**config.mk**
```make
export PLATFORM = sky130hd
export DESIGN_NAME = switch_debouncer
export DESIGN_NICKNAME = d
export VERILOG_FILES = /design/src/rtl/switch_debouncer.sv
export SDC_FILE = /design/constraint.sdc
export NUM_CORES = 1
export LEC_CHECK = 0
export ABC_AREA = 1
export BUFFER_PORTS_ARGS = -buffer_cell sky130_fd_sc_hd__clkbuf_2
export CAP_MARGIN = 5
export CORE_MARGIN = 5
export CORE_UTILIZATION = 45
export CTS_CLUSTER_SIZE = 40
export DETAILED_ROUTE_END_ITERATION = 8
export PLACE_DENSITY = 0.71
export SLEW_MARGIN = 20
export SYNTH_ARGS = -nofsm -noshare
export SYNTH_HDL_FRONTEND = slang
export SYNTH_SLANG_ARGS = --single-unit
```
**constraint.sdc**
```tcl
create_clock -name clk -period 1.9 [get_ports clk]
set_input_delay 0.57 -clock clk [delete_from_list [all_inputs] [get_ports clk]]
set_output_delay 0.57 -clock clk [all_outputs]
set_load 0.01 [all_outputs]
```
**src/rtl/switch_debouncer.sv**
```systemverilog
// rtl/switch_debouncer.sv - multi-channel switch/button debouncer with edge strobes
//
// Purpose:
//    Conditions WIDTH raw switch/button pins. Each channel is synchronised
//    to clk through two flops. A new value is accepted onto level_out only
//    after it has been seen for DEBOUNCE_CYCLES consecutive synchronised
//    samples. Every accepted change raises a registered single-cycle rise or
//    fall strobe, which appears in the same cycle as the new level.
//
// Ports:
//    clk         system clock, rising edge
//    rst_n       asynchronous active-low reset
//    raw_in      [WIDTH] asynchronous pins, one per channel
//    level_out   [WIDTH] debounced level
//    rise_pulse  [WIDTH] one-cycle strobe, level_out went 0->1
//    fall_pulse  [WIDTH] one-cycle strobe, level_out went 1->0
//    any_change  OR of every rise_pulse and fall_pulse bit

module switch_debouncer #(
   parameter int WIDTH           = 2,
   parameter int DEBOUNCE_CYCLES = 1_000_000
) (
   input  logic             clk,
   input  logic             rst_n,
   input  logic [WIDTH-1:0] raw_in,
   output logic [WIDTH-1:0] level_out,
   output logic [WIDTH-1:0] rise_pulse,
   output logic [WIDTH-1:0] fall_pulse,
   output logic             any_change
);

   localparam int            CW       = $clog2(DEBOUNCE_CYCLES);
   localparam logic [CW-1:0] CNT_LAST = CW'(DEBOUNCE_CYCLES - 1);
   localparam logic [CW-1:0] CNT_ONE  = CW'(1);

   typedef enum logic {
      ST_STABLE  = 1'b0,
      ST_CONFIRM = 1'b1
   } state_t;

   for (genvar i = 0; i < WIDTH; i++) begin : g_ch
      logic          s1;
      logic          s2;
      state_t        state_q;
      state_t        state_d;
      logic [CW-1:0] cnt_q;
      logic [CW-1:0] cnt_d;
      logic          level_q;
      logic          level_d;
      logic          rise_q;
      logic          rise_d;
      logic          fall_q;
      logic          fall_d;

      always_ff @(posedge clk or negedge rst_n) begin
         if (!rst_n) begin
            s1      <= 1'b0;
            s2      <= 1'b0;
            state_q <= ST_STABLE;
            cnt_q   <= '0;
            level_q <= 1'b0;
            rise_q  <= 1'b0;
            fall_q  <= 1'b0;
         end else begin
            s1      <= raw_in[i];
            s2      <= s1;
            state_q <= state_d;
            cnt_q   <= cnt_d;
            level_q <= level_d;
            rise_q  <= rise_d;
            fall_q  <= fall_d;
         end
      end

      // The first differing sample already counts as one, so the value is
      // accepted on the DEBOUNCE_CYCLES-th consecutive differing sample.
      always_comb begin
         state_d = state_q;
         cnt_d   = cnt_q;
         level_d = level_q;
         rise_d  = 1'b0;
         fall_d  = 1'b0;
         case (state_q)
            ST_STABLE: begin
               if (s2 != level_q) begin
                  state_d = ST_CONFIRM;
                  cnt_d   = CNT_ONE;
               end
            end
            ST_CONFIRM: begin
               if (s2 == level_q) begin
                  // Single-bit input: any change here is a bounce back.
                  state_d = ST_STABLE;
                  cnt_d   = '0;
               end else if (cnt_q == CNT_LAST) begin
                  state_d = ST_STABLE;
                  cnt_d   = '0;
                  level_d = s2;
                  rise_d  = s2;
                  fall_d  = ~s2;
               end else begin
                  cnt_d = cnt_q + CNT_ONE;
               end
            end
            default: begin
               state_d = ST_STABLE;
               cnt_d   = '0;
            end
         endcase
      end

      assign level_out[i]  = level_q;
      assign rise_pulse[i] = rise_q;
      assign fall_pulse[i] = fall_q;
   end

   // Built from the registered strobes, so it lines up with them exactly.
   assign any_change = |(rise_pulse | fall_pulse);

endmodule

```
== Word level (Yosys, flattened, before mapping) ==
Index checks and enable logic that the tools add are counted.

* Bits in registers: 52
* Bits of input ports: 4
* Output and inout port bits: 7
* Word-level logic and storage cells: 62

* Add/subtract/negate cells: 2
* Eq/ne operators: 8
* Multiplexer cells: 28
* Bitwise logic cells: 7
* Reduce and logical (&&, ||, !) cells: 3

{| class="wikitable"
|+ Operator list
! cell !! number
|-
| 2-to-1 mux 20 bit || 6
|-
| case mux 20 bit (2 select lines) || 2
|-
| adder 20 x 1 -> 20 bit (second input constant) || 2
|-
| == test 20 bit (second input constant) || 2
|-
| 2-to-1 mux 1 bit || 18
|-
| inverter 1 bit || 6
|-
| AND reduction 3 bit || 2
|-
| inequality test 2 bit (second input constant) || 2
|-
| case mux 1 bit (2 select lines) || 2
|-
| == test 1 bit || 2
|-
| inequality test 1 bit || 2
|-
| OR 2 bit || 1
|-
| OR reduction 2 bit || 1
|}

== Logic depth before layout (Yosys ltp) ==
Gate-level depths: netlist of the first run.

* Depth in word-level cells: 4
* Gate-level depth with buffers: 10
* Gate-level depth less buffers: 10

== Worst setup path after synthesis of the first run ==
Ideal clock, no wire load.

* Kind: flip-flop to output port
* From: register g_ch[0].fall_q
* To: output port any_change
* Arrival time: 0.919 ns
* Required time: 1.330 ns
* Setup slack: 0.411 ns
* Cell stages (with the launch flop): 2
* Buffers on the path: 0
* Cell sequence: dfrtp_1 > or4_1

* Cells in the longest elaborated chain, start to end: 2

{| class="wikitable"
|+ Ends and longest elaborated chain
! element !! RTL line !! source
|-
| start, declared || 52 || <nowiki>logic fall_q;</nowiki>
|-
| start signal, assigned || 71 || <nowiki>fall_q <= fall_d;</nowiki>
|-
| OR 2 bit || 118 || <nowiki>assign any_change = |(rise_pulse | fall_pulse);</nowiki>
|-
| OR reduction 2 bit || 118 ||
|-
| end, declared || 29 || <nowiki>output logic any_change</nowiki>
|}

Every way passes these cells.

== Worst setup path after layout of the first run ==
Ends and elaborated chain as after synthesis.

==> flow_metrics.tcl, run 1 <==
set metrics [dict create \
    fp.dieArea_um2 8760 \
    cts_root_buf "clkbuf_8" \
    viasPerCell 4.95 \
    grt_pass1_vias 2546 \
    clk_pin_slew_ps 100 \
    hold_buffers 0 \
    grtUsageTotal 0.155 \
    core_area_um2 6790 \
    violations "negative setup slack" \
    max_cap_viol_count 0 \
    mostFrequentLayoutCell "nand2_1" \
    yosysTopAreaCell "dfrtp_1" \
    ys_ff_latch 52 \
    setup.worst_path.end_class "output port" \
    h-tree-depth 2 \
    cts_setup_buffers 0 \
    route.detailed.drc 0 \
    utilization 0.505 \
    timing.fmax_mhz 521 \
    syn_inst 410 \
    yosysWarnings 0 \
    post-place-ws_ps 209 \
    clkSinkCount 52 \
    finalCritPeriodShare 1.01 \
    hold_viol_final 0 \
    area_growth_pct 8.99 \
    setup_ws_ps -17.6 \
    yosysSeqAreaShare 0.414 \
    fin_total_pwr_mw 2.38 \
    grt_antenna_before_repair 0 \
    drt_iter0_markers 86 \
    cts_tree "yes" \
    ios 11 \
    drt_wl_total_um 6100 \
    ir_drop_mv 0.432 \
    drv_slew 0 \
    rsz0062_at_grt "true" \
    relSlewSlack 0.736 \
    dpl.hpwl_um 4540 \
    place_area_um2 3270 \
    row_count 30 \
    power_leakage_nw 1.56 \
    ant_nets 0 \
    clock_latency_ps 300 \
    worstPathRequired_ps 1330 \
    port_buffers 10 \
    cp.arrival_ps 1350 \
    finalNetCount 426 \
    die_w_um 93.6 \
    final_cell_area_um2 3430 \
    syn_area_um2 3150 \
    syn-num-nets 416 \
    drive_gt1_frac 0.181 \
    clk_path_buf_depth 2 \
    hold_path.class "primary input to async pin" \
    critPathKind "register to output port" \
    finClkSkew_ps 7.24 \
    first_pass_iters 4 \
    place_congestion 0.877 \
    die_h_um 93.6 \
    setup_violations 1 \
    mostFrequentLayoutCells "112 x nand2_1, 52 x dfrtp_1, 45 x inv_1, 40 x nand3_1, 35 x nor2_1" \
    grt-ovfl-total 0 \
    n_antenna_cell 0 \
    synth_cell_types 31 \
    reg2reg_slack_ps 210 \
    power.density_nw_per_um2 695 \
    crit_fanout 2 \
    fin_crit_ps 1920 \
    syn_avg_cell_area_um2 7.67 \
    startpoint_type "register" \
    initial_core_util 0.463 \
    grt_max_degree 53 \
    worst_slew_pin_slew_ps 395 \
    cts-buffers-inserted 5 \
    synth_top_area_share 0.414 \
    synthTopCellsByArea "dfrtp_1 41%, nand2_1 13%, nand3_1 6.4%" \
    vias 2557 \
    wl_per_cell_um 11.8 \
    grt_pass1_wl_um 11100 \
    status "complete, but fails checks" \
]
==> synthesized netlist by cell type <==
library cell and count:
nand3_1 40, o21ai_1 9, buf_6 1, o22ai_1 3
nand4_1 9, nor2_2 6, or2_2 1, or4_1 1
ha_1 2, nand2_2 8, o21bai_1 2, o22ai_2 8
xnor2_1 4, buf_12 1, nor2_1 35, inv_1 45
o21ai_0 7, a21oi_1 8, buf_2 4, buf_4 6
inv_2 12, nor3_1 3, or2_1 2, o21ai_2 5
nor2_4 8, nand2_4 3, nand2_1 112, dfrtp_1 52
nand3_2 2, xor2_1 10, o211ai_1 1
==> where the power goes <==
group | total (mW) | switching (mW) | internal (mW)
clock network | 1.04 | 0.378 | 0.658
registers | 1.17 | 0.0329 | 1.14
logic | 0.179 | 0.118 | 0.0615
==> cell type report <==
class,count,area [um^2]
Clock buffer,5,68.8
Clock inverter,3,90.1
Fill cell,662,3370
Inverter,57,214
Multi-Input combinational cell,289,1530
Sequential cell,52,1300
Tap cell,96,120
Timing Repair Buffer,15,100
==> worst max-delay path: stages, from the launching register on <==
cell and delay (ps):
dfrtp_1 390, or4_1 500, buf_2 150
==> metrics by stage <==
step | hold WS [ps] | TNS, ps | cells
2_1_floorplan | 274 | 0 | 410
3_3_place_gp | 333 | 0 | 509
3_5_place_dp | 336 | 0 | 509
4_1_cts | 256 | -14.9 | 517
5_1_grt | 267 | -71.1 | 517
6_report | 233 | -17.6 | 517
==> path summary, 6_finish.rpt <==
check	from	end	cells past startpoint
max in group asynchronous	rst_n	g_ch[1].cnt_q[10]	2
worst min register to register	g_ch[0].s1	g_ch[0].s2	0
min in group clk	g_ch[0].s1	g_ch[0].s2	0
worst max-delay path	g_ch[0].fall_q	any_change	2
worst min-delay path	rst_n	g_ch[0].cnt_q[9]	2
worst max register to register	g_ch[0].cnt_q[0]	g_ch[0].cnt_q[19]	10
==> what timing repair did <==
item,in CTS,in global routing
setup endpoints to repair,1,1
resized for setup,0,1
pin swaps,1,1
==> kinds of logic after synthesis <==
logic type,count (synthesis),synth area share
adder cells (fa/ha/maj),2,0.00795
XOR/XNOR,14,0.0390
AO/OA/AOI/OAI,43,0.0971
buffers and inverters,69,0.0986
flip-flops,52,0.414
AND/OR/NAND/NOR,230,0.344
==> registers in the layout, summed over array words and instances, names as in the netlist <==
| signal | flops |
|---|---|
| g_ch.level_q | 2 |
| g_ch.fall_q | 2 |
| g_ch.rise_q | 2 |
| g_ch.s2 | 2 |
| g_ch.state_q | 2 |
| g_ch.s1 | 2 |
| g_ch.cnt_q | 40 |
==> layer usage <==
layer  wire (um)  share of wire  GRT usage  vias up
met2        3060           0.50      0.268       36
met4          55         0.0090     0.0409        0
met5           0              0          0        -
met3         247          0.040     0.0306        7
li1            -              -          -     1320
met1        2740           0.45      0.197     1194
(Power assumes the default switching activity.)
==> run 2, diff against run 1 <==
==> constraint.sdc (replaced) <==
create_clock -name clk -period 1.9 [get_ports clk]
set_input_delay 0.095 -clock clk [delete_from_list [all_inputs] [get_ports clk]]
set_output_delay 0.095 -clock clk [all_outputs]
set_load 0.01 [all_outputs]
==> flow_metrics.tcl, run 2 (synthesis results as in run 1) <==
set metrics [dict create \
    clk_pin_slew_ps 100 \
    critPathKind "register to register" \
    max_cap_viol_count 0 \
    first_pass_iters 4 \
    row_count 30 \
    timing.rr.start "g_ch[1].cnt_q[0]" \
    hold_viol_final 0 \
    grt_antenna_before_repair 0 \
    clkSinkCount 52 \
    grt_pass1_vias 2488 \
    n_fill_cell 652 \
    vias 2558 \
    port_buffers 10 \
    drive_gt1_frac 0.181 \
    grt_pass1_wl_um 11200 \
    power.density_nw_per_um2 594 \
    finalCritPeriodShare 0.881 \
    clk_path_buf_depth 2 \
    worst_slew_pin_slew_ps 561 \
    reg2reg_slack_ps 230 \
    rsz0062_at_grt "false" \
    cp.arrival_ps 1860 \
    cts_resized 0 \
    core_area_um2 6790 \
    ant_nets 0 \
    drt_iter0_markers 110 \
    fp.dieArea_um2 8760 \
    grtUsageTotal 0.157 \
    dpl.hpwl_um 4850 \
    cts_tree "yes" \
    regMostFlops "g_ch.cnt_q" \
    grt_max_degree 27 \
    viasPerCell 4.91 \
    fin_crit_ps 1670 \
    worstPathRequired_ps 2090 \
    fin_hold_ws_ps 301 \
    finClkSkew_ps 5.56 \
    drv_slew 0 \
    largest_reg_flops 40 \
    route.detailed.drc 0 \
    mostFrequentLayoutCell "nand2_1" \
    drt_wl_total_um 6270 \
    finalSetupTns_ps 0 \
    n_antenna_cell 0 \
    die_h_um 93.6 \
    mostFrequentLayoutCells "112 x nand2_1, 52 x dfrtp_1, 45 x inv_1, 40 x nand3_1, 35 x nor2_1" \
    ios 11 \
    die_w_um 93.6 \
    status "finished, final reports clean" \
    initial_core_util 0.463 \
    placed_cells 510 \
    hold_path.class "primary input to async pin" \
    clock_latency_ps 300 \
    relSlewSlack 0.626 \
    cts-buffers-inserted 5 \
    power_leakage_nw 1.55 \
    r2r_end "g_ch[1].cnt_q[1]" \
    cts_root_buf "clkbuf_8" \
    finalNetCount 430 \
    timing.fmax_mhz 597 \
    final_cells 521 \
    wl_per_cell_um 12.0 \
    setup_violations 0 \
    startpoint_type "register" \
    place_congestion 0.886 \
    setup.worst_path.end_class "register" \
    area_growth_pct 8.19 \
    cts_setup_buffers 0 \
    grt-ovfl-total 0 \
    rr_worst_depth 10 \
    h-tree-depth 2 \
    crit_fanout 12 \
    hold_buffers 3 \
    ir_drop_mv 0.411 \
]
==> run 2: changes by cell type in the layout (fill, tap and decap cells not counted), sizes merged <==
cell,delta
clkinv,+1
clkbuf,+1
bufinv,-3
inv,+1
clkinvlp,+1
dlygate4sd3,+3
==> run 2: final cells by class <==
type / count / area, um^2 / area share
clock inverter: 3 / 27.5 / 0.00809
multi-input combinational: 289 / 1530 / 0.451
inverter: 57 / 214 / 0.0629
timing repair buffer: 19 / 138 / 0.0404
tap: 96 / 120 / 0.0353
sequential: 52 / 1300 / 0.382
clock buffer: 5 / 68.8 / 0.0202
==> run 2: report_power, final <==
group	internal (mW)	leakage, nW	total [mW]	switching [mW]
registers	1.14	0.706	1.17	0.0324
clock network	0.271	0.0463	0.667	0.396
logic	0.0667	0.794	0.186	0.120
==> run 2: how the worst max path moves through the flow <==
stage	to	depth (start not counted)	start	slack, ps
after floorplan	g_ch[1].cnt_q[10]	9	g_ch[1].cnt_q[0]	460
after detailed placement	g_ch[1].cnt_q[16]	10	g_ch[1].cnt_q[0]	200
after CTS	g_ch[1].cnt_q[13]	10	g_ch[1].cnt_q[0]	200
after global routing	g_ch[1].cnt_q[16]	10	g_ch[1].cnt_q[0]	60
after global placement	g_ch[1].cnt_q[13]	10	g_ch[1].cnt_q[0]	270
final	g_ch[1].cnt_q[1]	10	g_ch[1].cnt_q[0]	230
==> run 2: routing by layer <==
layer | vias to the layer above | part of all wire | GRT usage
met5 | - | 0 | 0
li1 | 1330 | - | -
met4 | 0 | 0.0081 | 0.0313
met1 | 1189 | 0.46 | 0.205
met2 | 32 | 0.50 | 0.275
met3 | 7 | 0.026 | 0.0274
==> run 2: per-stage QoR <==
step	util	instance area, um^2	setup WS [ps]	total power [mW]
6_report	0.501	3400	225	2.02
5_1_grt	0.501	3400	57.2	2.13
4_1_cts	0.501	3400	202	2.05
3_5_place_dp	0.482	3280	205	1.38
3_3_place_gp	0.482	3280	273	1.37
2_1_floorplan	-	3150	462	1.31
==> run 2: worst max-delay path, stage by stage (launching register included) <==
cell and delay (ps):
dfrtp_1 420, ha_1 230, nand2_2 90, nor2_4 160
nand2_4 80, nor2_4 100, nand2_2 80, nand2_4 180
inv_2 100, nand2_1 60, o21ai_1 50
